--- src/rtl/uart_rx_if.sv ---
// Byte-side bundle of the 8N1 receiver: holding register contents, valid/ready
// handshake and the two single-cycle error pulses.
interface uart_rx_if;
    logic [7:0] rx_data;
    logic       rx_valid;
    logic       rx_ready;
    logic       frame_err;
    logic       overrun;

    // Receiver side drives the byte and status; the consumer drives ready.
    modport master (
        output rx_data,
        output rx_valid,
        output frame_err,
        output overrun,
        input  rx_ready
    );

    modport slave (
        input  rx_data,
        input  rx_valid,
        input  frame_err,
        input  overrun,
        output rx_ready
    );
endinterface

--- src/rtl/uart_rx.sv ---
// 8N1 UART receiver: oversamples serial_rxd on the system clock, checks start and
// stop bits and hands each byte over through a one-entry valid/ready holding register.
module uart_rx #(
    parameter int CLKS_PER_BIT = 104
) (
    input  logic      clk,
    input  logic      resetn,
    input  logic      serial_rxd,
    uart_rx_if.master rx
);

    localparam int CNT_W = (CLKS_PER_BIT > 2) ? $clog2(CLKS_PER_BIT) : 1;
    localparam logic [CNT_W-1:0] HALF_CNT = CNT_W'((CLKS_PER_BIT - 1) / 2);
    localparam logic [CNT_W-1:0] FULL_CNT = CNT_W'(CLKS_PER_BIT - 1);

    localparam logic [2:0] ST_IDLE    = 3'd0;
    localparam logic [2:0] ST_START   = 3'd1;
    localparam logic [2:0] ST_DATA    = 3'd2;
    localparam logic [2:0] ST_STOP    = 3'd3;
    localparam logic [2:0] ST_DELIVER = 3'd4;
    localparam logic [2:0] ST_BREAK   = 3'd5;

    logic             rx_meta;
    logic             rxs;

    logic [2:0]       state;
    logic [2:0]       state_nxt;
    logic [CNT_W-1:0] cnt;
    logic [CNT_W-1:0] cnt_nxt;
    logic [2:0]       idx;
    logic [2:0]       idx_nxt;
    logic [7:0]       sh;
    logic [7:0]       sh_nxt;
    logic             stop_bad;
    logic             deliver;

    logic [7:0]       rx_data_q;
    logic             rx_valid_q;
    logic             frame_err_q;
    logic             overrun_q;

    // Two-flop synchronizer; resetting to 1 makes the line look idle after reset.
    always_ff @(posedge clk) begin
        if (!resetn) begin
            rx_meta <= 1'b1;
            rxs     <= 1'b1;
        end else begin
            rx_meta <= serial_rxd;
            rxs     <= rx_meta;
        end
    end

    always_comb begin
        // NOTE: every output gets a default first so no path leaves it unassigned and infers a latch.
        state_nxt = state;
        cnt_nxt   = cnt;
        idx_nxt   = idx;
        sh_nxt    = sh;
        stop_bad  = 1'b0;

        case (state)
            ST_IDLE: begin
                cnt_nxt = '0;
                if (!rxs) state_nxt = ST_START;
            end

            // Sample near the middle of the start bit; a high line there was a glitch.
            ST_START: begin
                if (cnt == HALF_CNT) begin
                    cnt_nxt = '0;
                    if (!rxs) begin
                        idx_nxt   = '0;
                        state_nxt = ST_DATA;
                    end else begin
                        state_nxt = ST_IDLE;
                    end
                end else begin
                    cnt_nxt = cnt + CNT_W'(1);
                end
            end

            ST_DATA: begin
                if (cnt == FULL_CNT) begin
                    cnt_nxt = '0;
                    sh_nxt  = {rxs, sh[7:1]};
                    if (idx == 3'd7) state_nxt = ST_STOP;
                    else             idx_nxt   = idx + 3'd1;
                end else begin
                    cnt_nxt = cnt + CNT_W'(1);
                end
            end

            ST_STOP: begin
                if (cnt == FULL_CNT) begin
                    cnt_nxt = '0;
                    if (rxs) begin
                        state_nxt = ST_DELIVER;
                    end else begin
                        stop_bad  = 1'b1;
                        state_nxt = ST_BREAK;
                    end
                end else begin
                    cnt_nxt = cnt + CNT_W'(1);
                end
            end

            ST_DELIVER: state_nxt = ST_IDLE;

            // A line held low after a bad stop bit must go high before a new frame can start.
            ST_BREAK: begin
                if (rxs) state_nxt = ST_IDLE;
            end

            default: state_nxt = ST_IDLE;
        endcase
    end

    always_ff @(posedge clk) begin
        if (!resetn) begin
            state <= ST_IDLE;
            cnt   <= '0;
            idx   <= '0;
            sh    <= '0;
        end else begin
            // NOTE: sequential state is updated with <= so every flop samples pre-edge values.
            state <= state_nxt;
            cnt   <= cnt_nxt;
            idx   <= idx_nxt;
            sh    <= sh_nxt;
        end
    end

    assign deliver = (state == ST_DELIVER);

    // Holding register: a load in DELIVER wins over a same-cycle accept, so valid stays high.
    always_ff @(posedge clk) begin
        if (!resetn) begin
            rx_data_q   <= 8'h00;
            rx_valid_q  <= 1'b0;
            frame_err_q <= 1'b0;
            overrun_q   <= 1'b0;
        end else begin
            frame_err_q <= stop_bad;
            overrun_q   <= 1'b0;
            if (deliver) begin
                if (!rx_valid_q || rx.rx_ready) begin
                    rx_data_q  <= sh;
                    rx_valid_q <= 1'b1;
                end else begin
                    overrun_q <= 1'b1;
                end
            end else if (rx_valid_q && rx.rx_ready) begin
                rx_valid_q <= 1'b0;
            end
        end
    end

    assign rx.rx_data   = rx_data_q;
    assign rx.rx_valid  = rx_valid_q;
    assign rx.frame_err = frame_err_q;
    assign rx.overrun   = overrun_q;

endmodule
--- src/flat_wrapper.sv ---
// flat-port wrapper written by rule: the top's interface ports become plain ports
module uart_rx_flat 
#(
    parameter int CLKS_PER_BIT = 104
)
  (clk, resetn, serial_rxd, rx_rx_data, rx_rx_valid, rx_frame_err, rx_overrun, rx_rx_ready);
  uart_rx_if rx_i ();
  input  logic clk;
  input  logic resetn;
  input  logic serial_rxd;
  output wire logic [$bits(rx_i.rx_data)-1:0] rx_rx_data;
  output wire logic [$bits(rx_i.rx_valid)-1:0] rx_rx_valid;
  output wire logic [$bits(rx_i.frame_err)-1:0] rx_frame_err;
  output wire logic [$bits(rx_i.overrun)-1:0] rx_overrun;
  input wire logic [$bits(rx_i.rx_ready)-1:0] rx_rx_ready;
  assign rx_rx_data = rx_i.rx_data;
  assign rx_rx_valid = rx_i.rx_valid;
  assign rx_frame_err = rx_i.frame_err;
  assign rx_overrun = rx_i.overrun;
  assign rx_i.rx_ready = rx_rx_ready;
  uart_rx #(.CLKS_PER_BIT(CLKS_PER_BIT)) u_core (.clk(clk), .resetn(resetn), .serial_rxd(serial_rxd), .rx(rx_i));
endmodule
--- config.mk ---
export PLATFORM = sky130hd
export DESIGN_NAME = uart_rx_flat
export DESIGN_NICKNAME = d
export VERILOG_FILES = /design/src/rtl/uart_rx_if.sv /design/src/rtl/uart_rx.sv /design/src/flat_wrapper.sv
export SDC_FILE = /design/constraint.sdc
export NUM_CORES = 1
export LEC_CHECK = 0
export CAP_MARGIN = 40
export CELL_PAD_IN_SITES_DETAIL_PLACEMENT = 1
export CELL_PAD_IN_SITES_GLOBAL_PLACEMENT = 2
export CORE_MARGIN = 2
export CORE_UTILIZATION = 36
export DETAILED_ROUTE_END_ITERATION = 12
export GPL_ROUTABILITY_DRIVEN = 0
export PLACE_DENSITY = 0.76
export SLEW_MARGIN = 20
export SYNTH_ARGS = -nofsm -noshare
export SYNTH_HDL_FRONTEND = slang
export SYNTH_SLANG_ARGS = --single-unit
--- constraint.sdc ---
create_clock -name clk -period 2.4 [get_ports clk]
set_clock_uncertainty 0.05 [all_clocks]
set_input_delay 0.48 -clock clk [delete_from_list [all_inputs] [get_ports clk]]
set_output_delay 0.48 -clock clk [all_outputs]
set_load 0.05 [all_outputs]
Word level (Yosys, flattened, before mapping)
Index checks and enable logic that the tools add are counted.

Memories: 0. Latch bits: 0. Logic and storage cells: 66. Output and inout port bits: 11. Bits in read-only memories: 0. Flip-flop bits (word level): 34. Bits in writable memories: 0.

Reduce and logical (&&, ||, !) cells: 15. Multiplexer cells: 22. Shifts and indexed selects: 0. Add/sub/neg operators: 2. Bitwise operators: 0. Multipliers: 0. Equal/unequal tests: 17. Magnitude comparators: 0. Divide/modulo/power cells: 0.

Operators by type and width (number): 2-to-1 mux 3 bit (10); case mux 7 bit (3 select lines) (1); case mux 3 bit (5 select lines) (1); 2-to-1 mux 7 bit (2); inequality test 2 x 1 -> 1 bit, second input constant (5); == test 3 bit, second input constant (3); inequality test 2 bit, second input constant (4); AND reduction 2 bit (4); adder 7 x 1 -> 7 bit, second input constant (1); == test 7 x 6 -> 1 bit, second input constant (1); == test 7 bit, second input constant (1); == test 3 x 2 -> 1 bit, second input constant (2); 2-to-1 mux 1 bit (6); case mux 3 bit (2 select lines) (1); AND reduction 6 bit (1); AND reduction 5 bit (1); nonzero test 2 bit (2); adder 3 x 1 -> 3 bit, second input constant (1); == test 3 x 1 -> 1 bit, second input constant (1); zero test 3 bit (1); AND reduction 3 bit (1); nonzero test 3 bit (1); 2-to-1 mux 2 bit (1); OR reduction 2 bit (1); 3 further kinds (3).

Depth between registers and ports, before layout
Word-level depth: 4. Depth in mapped cells: 6.

Worst setup path after synthesis
Ideal clock, no wire load.

Path kind: register -> register. Start point: register u_core.cnt[0]. End point: register u_core.cnt[2]. Data required time: 2.224 ns. Path slack: 0.545 ns. Stages on the path, launching flop included: 7. Clock period less this slack: 1.855 ns. Data arrival time: 1.679 ns. Library setup time: 0.126 ns. Buffers on the path: 1. Cell sequence: dfxtp_1 ha_1 nand3b_4 or4b_1 buf_2 a221oi_4 nor2_1.

Longest elaborated chain between the ends: 3. Elaborated cells on any way between the ends: 6. Those cells by class: 1 x add/sub; 2 x eq/ne; 3 x mux.

Ends and longest elaborated chain: start, declared (RTL line uart_rx.sv:28) `logic [CNT_W-1:0] cnt;`; start signal, assigned (RTL line uart_rx.sv:127) `cnt <= cnt_nxt;`; adder 7 x 1 -> 7 bit (tied with other cells) (RTL line uart_rx.sv:78, uart_rx.sv:89, uart_rx.sv:103); 2-to-1 mux 7 bit, on equally long branches (RTL line uart_rx.sv:83, uart_rx.sv:94, uart_rx.sv:69); case mux 7 bit (3 select lines) * (RTL line uart_rx.sv:61) `case (state)`.

Mark *: on every way between the ends. The rest lies on a longest branch, timed or not. A chain may end at the register's enable or synchronous reset.

Final worst setup path
Start point: register u_core.cnt[1]. End point: register u_core.cnt[4].

The elaborated chain is that of the path after synthesis.

==> qor.yml <==
die_y_um: 69.9
r2r_end: "u_core.cnt[4]"
yosysWarnings: 0
wire_per_inst_um: 14.0
rr_worst_depth: 5
p_per_area_mw_per_mm2: 567
period_share: 0.847
power_uw: 1050
cts.sinks: 34
area_growth_pct: 18.5
fmax_mhz: 492
grt_pass1_vias: 1196
synth.avg_cell_area_sq_um: 10.3
relSlewSlack: 0.638
num_rows: 23
grt_pass1_wl_mm: 5.38
holdPathEnd: "u_core.rxs"
cp-start-kind: "flop"
worst-path-stages: 5
core_region_area_sq_mm: 0.00409
ff2ff_setup_slack_ns: 0.37
place_hpwl_mm: 2.37
endpoint_kind: "flop"
wl_mm: 3.08
grt_remaining_overflow: 0
cpPeakStageDelay_ns: 0.65
holdPathStages: 1
clock_path_buffers: 2
cp.required_ns: 2.50
cts_tree: "yes"
first_pass_iters: 2
synth_nets: 160
synth_cell_types: 36
grt_max_degree: 22
finalCriticalPeriod_ns: 2.03
p_comb_frac: 0.048
path_max_fanout: 6
max_cap_viol_count: 0
ys_ff_latch: 34
setup_viol_count_final: 0
hold_viol: 0
layout_common_cells: "34 x dfxtp_1, 20 x mux2i_1, 18 x nor2b_1"
synth_area_sq_mm: 0.00157
initial_core_util: 0.383
p_switching_uw: 227
worstMarginPinSlew_ns: 0.543
cts_max_level: 2
final_util: 0.454
fin_nets: 177
synthCells: 152
n_antenna_cell: 0
cts_root_buf: "clkbuf_8"
die_w_um: 69.9
antenna_found_initial: 0
status: "complete, no violations"
io_pins: 15
cp_top_family: "simple AND/OR/NAND/NOR gates"
drtIter0Drc: 20
vias_per_cell: 5.17
min_path_type: "reg -> reg"
intPower_uw: 825
seq_power_share: 0.547
io_buffers: 14
clk_latency_ns: 0.28
final_common_cell: "dfxtp_1"
p_leak_uw: 0.000725
detail-route-antenna-nets: 0
post_dp_cell_area_sq_mm: 0.00176
drcViolationCount: 0
track_usage: 0.134
cts_resized: 0
vias: 1137
path_cells: "ha_1 -> nand3b_4 -> or4b_1 -> a221oi_4 -> nor2_1"
finalSetupTns_ns: 0
die_area_sq_mm: 0.00489
vdd_drop_max_mv: 0.299
p_clk_frac: 0.405
worstPathArrival_ns: 2.14
postCtsHoldBufs: 0
rsz0062_at_grt: "no"
hp-start: "u_core.rx_meta"
crit_slowest_cell: "or4b_1"
worstReg2RegStart: "u_core.cnt[1]"
stdcell_area_sq_mm: 0.00185
critPathKind: "reg -> reg"
ys_seq_area_frac: 0.435
final_max_slew_viol_count: 0
swShare: 0.216
cts_buffers: 5
setup_ws_ns: 0.367
postCtsSetupBuffers: 0
path_buf_inv: 0
drive_gt1_frac: 0.100
place_ws_ns: 0.322
path_clk_slew_ns: 0.07
[final cells by class]
type | count | area [sq um]
fill | 468 | 2230
multi-input combinational | 107 | 838
sequential | 34 | 681
timing repair buffer | 18 | 170
clock buffer | 7 | 86.3
tap | 50 | 62.6
inverter | 3 | 11.3
clock inverter | 1 | 5.00
[synthesized netlist by cell type]
cell	instances	area share
dfxtp_1	34	0.43
mux2i_1	20	0.13
nor2b_1	18	0.072
nor2_1	8	0.019
nand2_1	7	0.017
clkbuf_1	6	0.014
nand3_1	5	0.016
ha_1	4	0.032
nand2b_1	4	0.016
o21a_1	4	0.019
xor2_1	4	0.022
and3_1	3	0.012
inv_1	3	0.0072
nand4_1	3	0.012
nor3_1	3	0.0096
o2bb2ai_1	3	0.017
a21oi_1	2	0.0064
nand3b_1	2	0.0096
xnor2_1	2	0.011
a221oi_1	1	0.0056
a221oi_4	1	0.017
a31oi_1	1	0.0040
and2_1	1	0.0040
buf_2	1	0.0032
buf_4	1	0.0048
nand3b_4	1	0.013
nor3_4	1	0.010
nor3b_1	1	0.0048
nor3b_2	1	0.0080
o2111ai_1	1	0.0056
o221ai_1	1	0.0056
o32ai_4	1	0.018
or2_1	1	0.0040
or3_1	1	0.0040
or3b_4	1	0.0072
or4b_1	1	0.0064
[how the worst max path moves through the flow]
stage | end | slack [ns] | from
6_report | u_core.cnt[4] | 0.37 | u_core.cnt[1]
2_1_floorplan | u_core.cnt[2] | 0.55 | u_core.cnt[0]
3_3_place_gp | u_core.rx.rx_data[0] | 0.42 | rx_rx_ready
3_5_place_dp | u_core.rx.rx_data[6] | 0.32 | rx_rx_ready
4_1_cts | u_core.cnt[4] | 0.34 | u_core.cnt[1]
5_1_grt | u_core.cnt[6] | 0.24 | u_core.cnt[1]
[worst reg2reg max path, cell delays in order (launching register included)]
cell and delay [ns]:
dfxtp_1 0.40, ha_1 0.24, nand3b_4 0.12, or4b_1 0.65
a221oi_4 0.36, nor2_1 0.09
[power by group through the flow]
| stage | combinational, uW | clock [uW] | sequential (uW) |
|---|---|---|---|
| 2_1_floorplan | 37.8 | 0 | 584 |
| 3_5_place_dp | 51.0 | 0 | 589 |
| 5_1_grt | 55.2 | 466 | 576 |
| 3_3_place_gp | 49.6 | 0 | 589 |
| 6_report | 50.1 | 426 | 576 |
| 4_1_cts | 51.1 | 439 | 576 |
[cells by family (layout without fill, tap and decap cells)]
kind of cell,after synthesis,after routing,synth area share
XOR/XNOR,6,6,0.0336
AND/OR/NAND/NOR,62,62,0.245
multiplexers,20,20,0.128
flip-flops,34,34,0.435
buffers and inverters,11,29,0.0296
adder cells (fa/ha/maj),4,4,0.0320
AO/OA/AOI/OAI,15,15,0.0975
[sequential cells by signal (all words and copies together) (netlist names)]
register and flops:
u_core.rx.rx_valid 1, u_core.rx_meta 1, u_core.idx 3, u_core.rxs 1
u_core.rx.frame_err 1, u_core.state 3, u_core.rx.rx_data 8, u_core.cnt 7
u_core.sh 8, u_core.rx.overrun 1
[through the flow]
stage	hold slack, ns	instances
final	0.359	220
after global routing	0.398	220
after CTS	0.364	220
after detailed placement	0.348	212
after global placement	0.340	212
after floorplan	0.336	152
[metal layers]
| metal | GRT usage | vias to the layer above | share of wire | wire length (um) |
|---|---|---|---|---|
| met2 | 0.238 | 17 | 0.50 | 1530 |
| met5 | 0 | - | 0 | 0 |
| li1 | - | 561 | - | - |
| met1 | 0.152 | 551 | 0.45 | 1390 |
| met3 | 0.0346 | 8 | 0.031 | 95 |
| met4 | 0.0556 | 0 | 0.020 | 63 |
No activity file was read; power rests on OpenSTA's default activity.
==> patch (same flow settings) <==
`CLKS_PER_BIT` is set to 104 in 2 places; all go to 208.
--- a/src/rtl/uart_rx.sv
+++ b/src/rtl/uart_rx.sv
@@ -2,5 +2,5 @@
 // stop bits and hands each byte over through a one-entry valid/ready holding register.
 module uart_rx #(
-    parameter int CLKS_PER_BIT = 104
+    parameter int CLKS_PER_BIT = 208
 ) (
     input  logic      clk,
--- a/src/flat_wrapper.sv
+++ b/src/flat_wrapper.sv
@@ -2,5 +2,5 @@
 module uart_rx_flat 
 #(
-    parameter int CLKS_PER_BIT = 104
+    parameter int CLKS_PER_BIT = 208
 )
   (clk, resetn, serial_rxd, rx_rx_data, rx_rx_valid, rx_frame_err, rx_overrun, rx_rx_ready);
Check against the original RTL: no difference found for any inputs over 10 cycles, from zero or initial values and one cycle with resetn low; that may be too few to reach the edited logic, so the function may still have changed.
==> patch against the original RTL <==
  * Routed wire length increased by 14%
  * Setup slack improved by 0.070 ns
  * Register-to-register slack improved by 0.10 ns
  * Sequential cell count increased by 1
  * Cell area increased by 1.1%
  * Area after synthesis increased by 0.88%
  * Final cell count increased by 6.4%
  * Largest cell class unchanged
Power is not compared: it rests on default switching activity, and its combinational part moved more than twofold at a synthesized area within 25%.
==> patch: results (changes against the original RTL) <==
Parameter                              Value

Hold path
  Hold Path Depth    1 (unchanged)
  Classification of the worst-slack hold path    reg -> reg

Setup path
  FF-to-FF path depth    5 (unchanged)
  Slowest-stage cell, CP    sky130_fd_sc_hd__clkdlybuf4s50_1
  Destination of the worst register-to-register timing path    u_core.state[2]$_SDFFE_PN0P_
  Reg-to-reg critical path startpoint    u_core.cnt[0]$_SDFFE_PN0P_
  WP data arrival    1.43 ns (-0.71 ns)
  End point of the critical path    rx_rx_data[4]
  Max incr delay on CP    0.81 ns (+0.16 ns)
  Largest fanout on the critical path    2 (-4)
  Register-to-Register Setup Slack    0.47 ns (+0.10 ns)
  Kind of cell with the highest combined delay on the critical path    buffers and inverters
  Beginning of the critical path    u_core.rx.rx_data[4]$_SDFFE_PN0P_

Power and ir drop
  Static power due to leakage    a little under 0.8 nW
  Peak VDD IR    around 0.33 mV
  Logic pwr share    between 10% and 20%

Synthesis
  Share of the synthesized area in the top cell type    44.4% (+0.89 points)
  Post-synthesis cell count    166 (+9.2%)
  Share of flip-flops with an asynchronous set or reset after synthesis    0% (unchanged)
  Synth area leaders    sky130_fd_sc_hd__dfxtp_1 (44%), sky130_fd_sc_hd__mux2i_1 (13%), sky130_fd_sc_hd__nor2_1 (5.7%), sky130_fd_sc_hd__nand2_1 (2.9%), sky130_fd_sc_hd__nand2b_1 (2.8%)
  Top post-synthesis cells by count    sky130_fd_sc_hd__dfxtp_1 (35), sky130_fd_sc_hd__nor2_1 (24), sky130_fd_sc_hd__mux2i_1 (21)
  Sequential share of the synthesized area    44.4% (+0.89 points)
  Number of distinct library cell variants in the gate-level netlist after synthesis    44 (+22%)

Run status
  Outcome    finished, final reports clean

Finish
  Layout cells sized above 1    11.0% (+0.99 points)
  Final Net Count    189 (+6.8%)
  Number of diodes    0 (unchanged)

Global route
  Total global-route track usage    15.9% (+2.4 points)
  Number of global-route vias before repair    1,270 (+6.2%)
  Maximum number of pins on one net before global-route repair    19 (-14%)
  Global-route wire length before repair    6150 µm (+14%)

Clocking
  CTS buffer count    5 (unchanged)
  Register clock-pin slew on the reported worst setup and hold paths    0.07 ns (about the same)
  Level count of the clock H-tree    2 (unchanged)
  Setup bufs post-CTS    0 (unchanged)
  Latest clock arrival within the worst-skew pair    0.28 ns (about the same)

Placed design
  Detail Placement HPWL    2530 µm (+6.8%)
  Placed cell areas    1770 µm² (+0.28%)
  DP Cell Count    227 (+7.1%)
  Worst slack, placed    0.421 ns (+0.0987 ns)

Detailed routing
  Pre-Repair DR Iteration Count    3 (+1)
  Starting DRC count in detailed routing    77 (+290%)
  Total wire length after detailed routing    3500 µm (+14%)
  Per-cell via count in the routed design    5.21 (+0.80%)
  Vias    1,219 (+7.2%)

Timing
  Hold Worst Slack    0.384 ns (+0.0249 ns)
  Highest clock frequency the design can meet    0.509 GHz (+3.5%)
  Rel. slew slack    60.2% (-3.5 points)
patch: cell types whose count changed in the layout (fill, tap and decap cells not counted), sizes merged, moves of 4 or more:
cell,delta
o21a,-4
nor2,+16
a21oi,+4
nor2b,-16
nand2,+5
patch: cells by family (layout without fill, tap and decap cells):
group,after synthesis,after routing,share of synthesized area (%)
xor+xnor,3,3,1.66
fa+ha+maj,3,3,2.38
flops,35,35,44.4
buf+inv,11,27,3.41
compound gates,20,20,8.95
simple gates,72,72,25.2
mux,22,22,14.0
patch: final cells by class:
class,count,area (µm²)
inverters,2,7.51
well taps,52,65.1
clock inverters,2,37.5
flip-flops and latches,35,701
repair buffers,18,170
multi-input cells,120,825
clock buffers,5,68.8
fillers,501,2420
patch: metal layers:
metal	global-route usage [%]	vias to the layer above	part of all wire, %
met3	3.75	6	2.4
met1	19.7	580	46
met2	27.0	15	51
li1	-	618	-
met5	0	-	0
met4	4.91	0	1.5
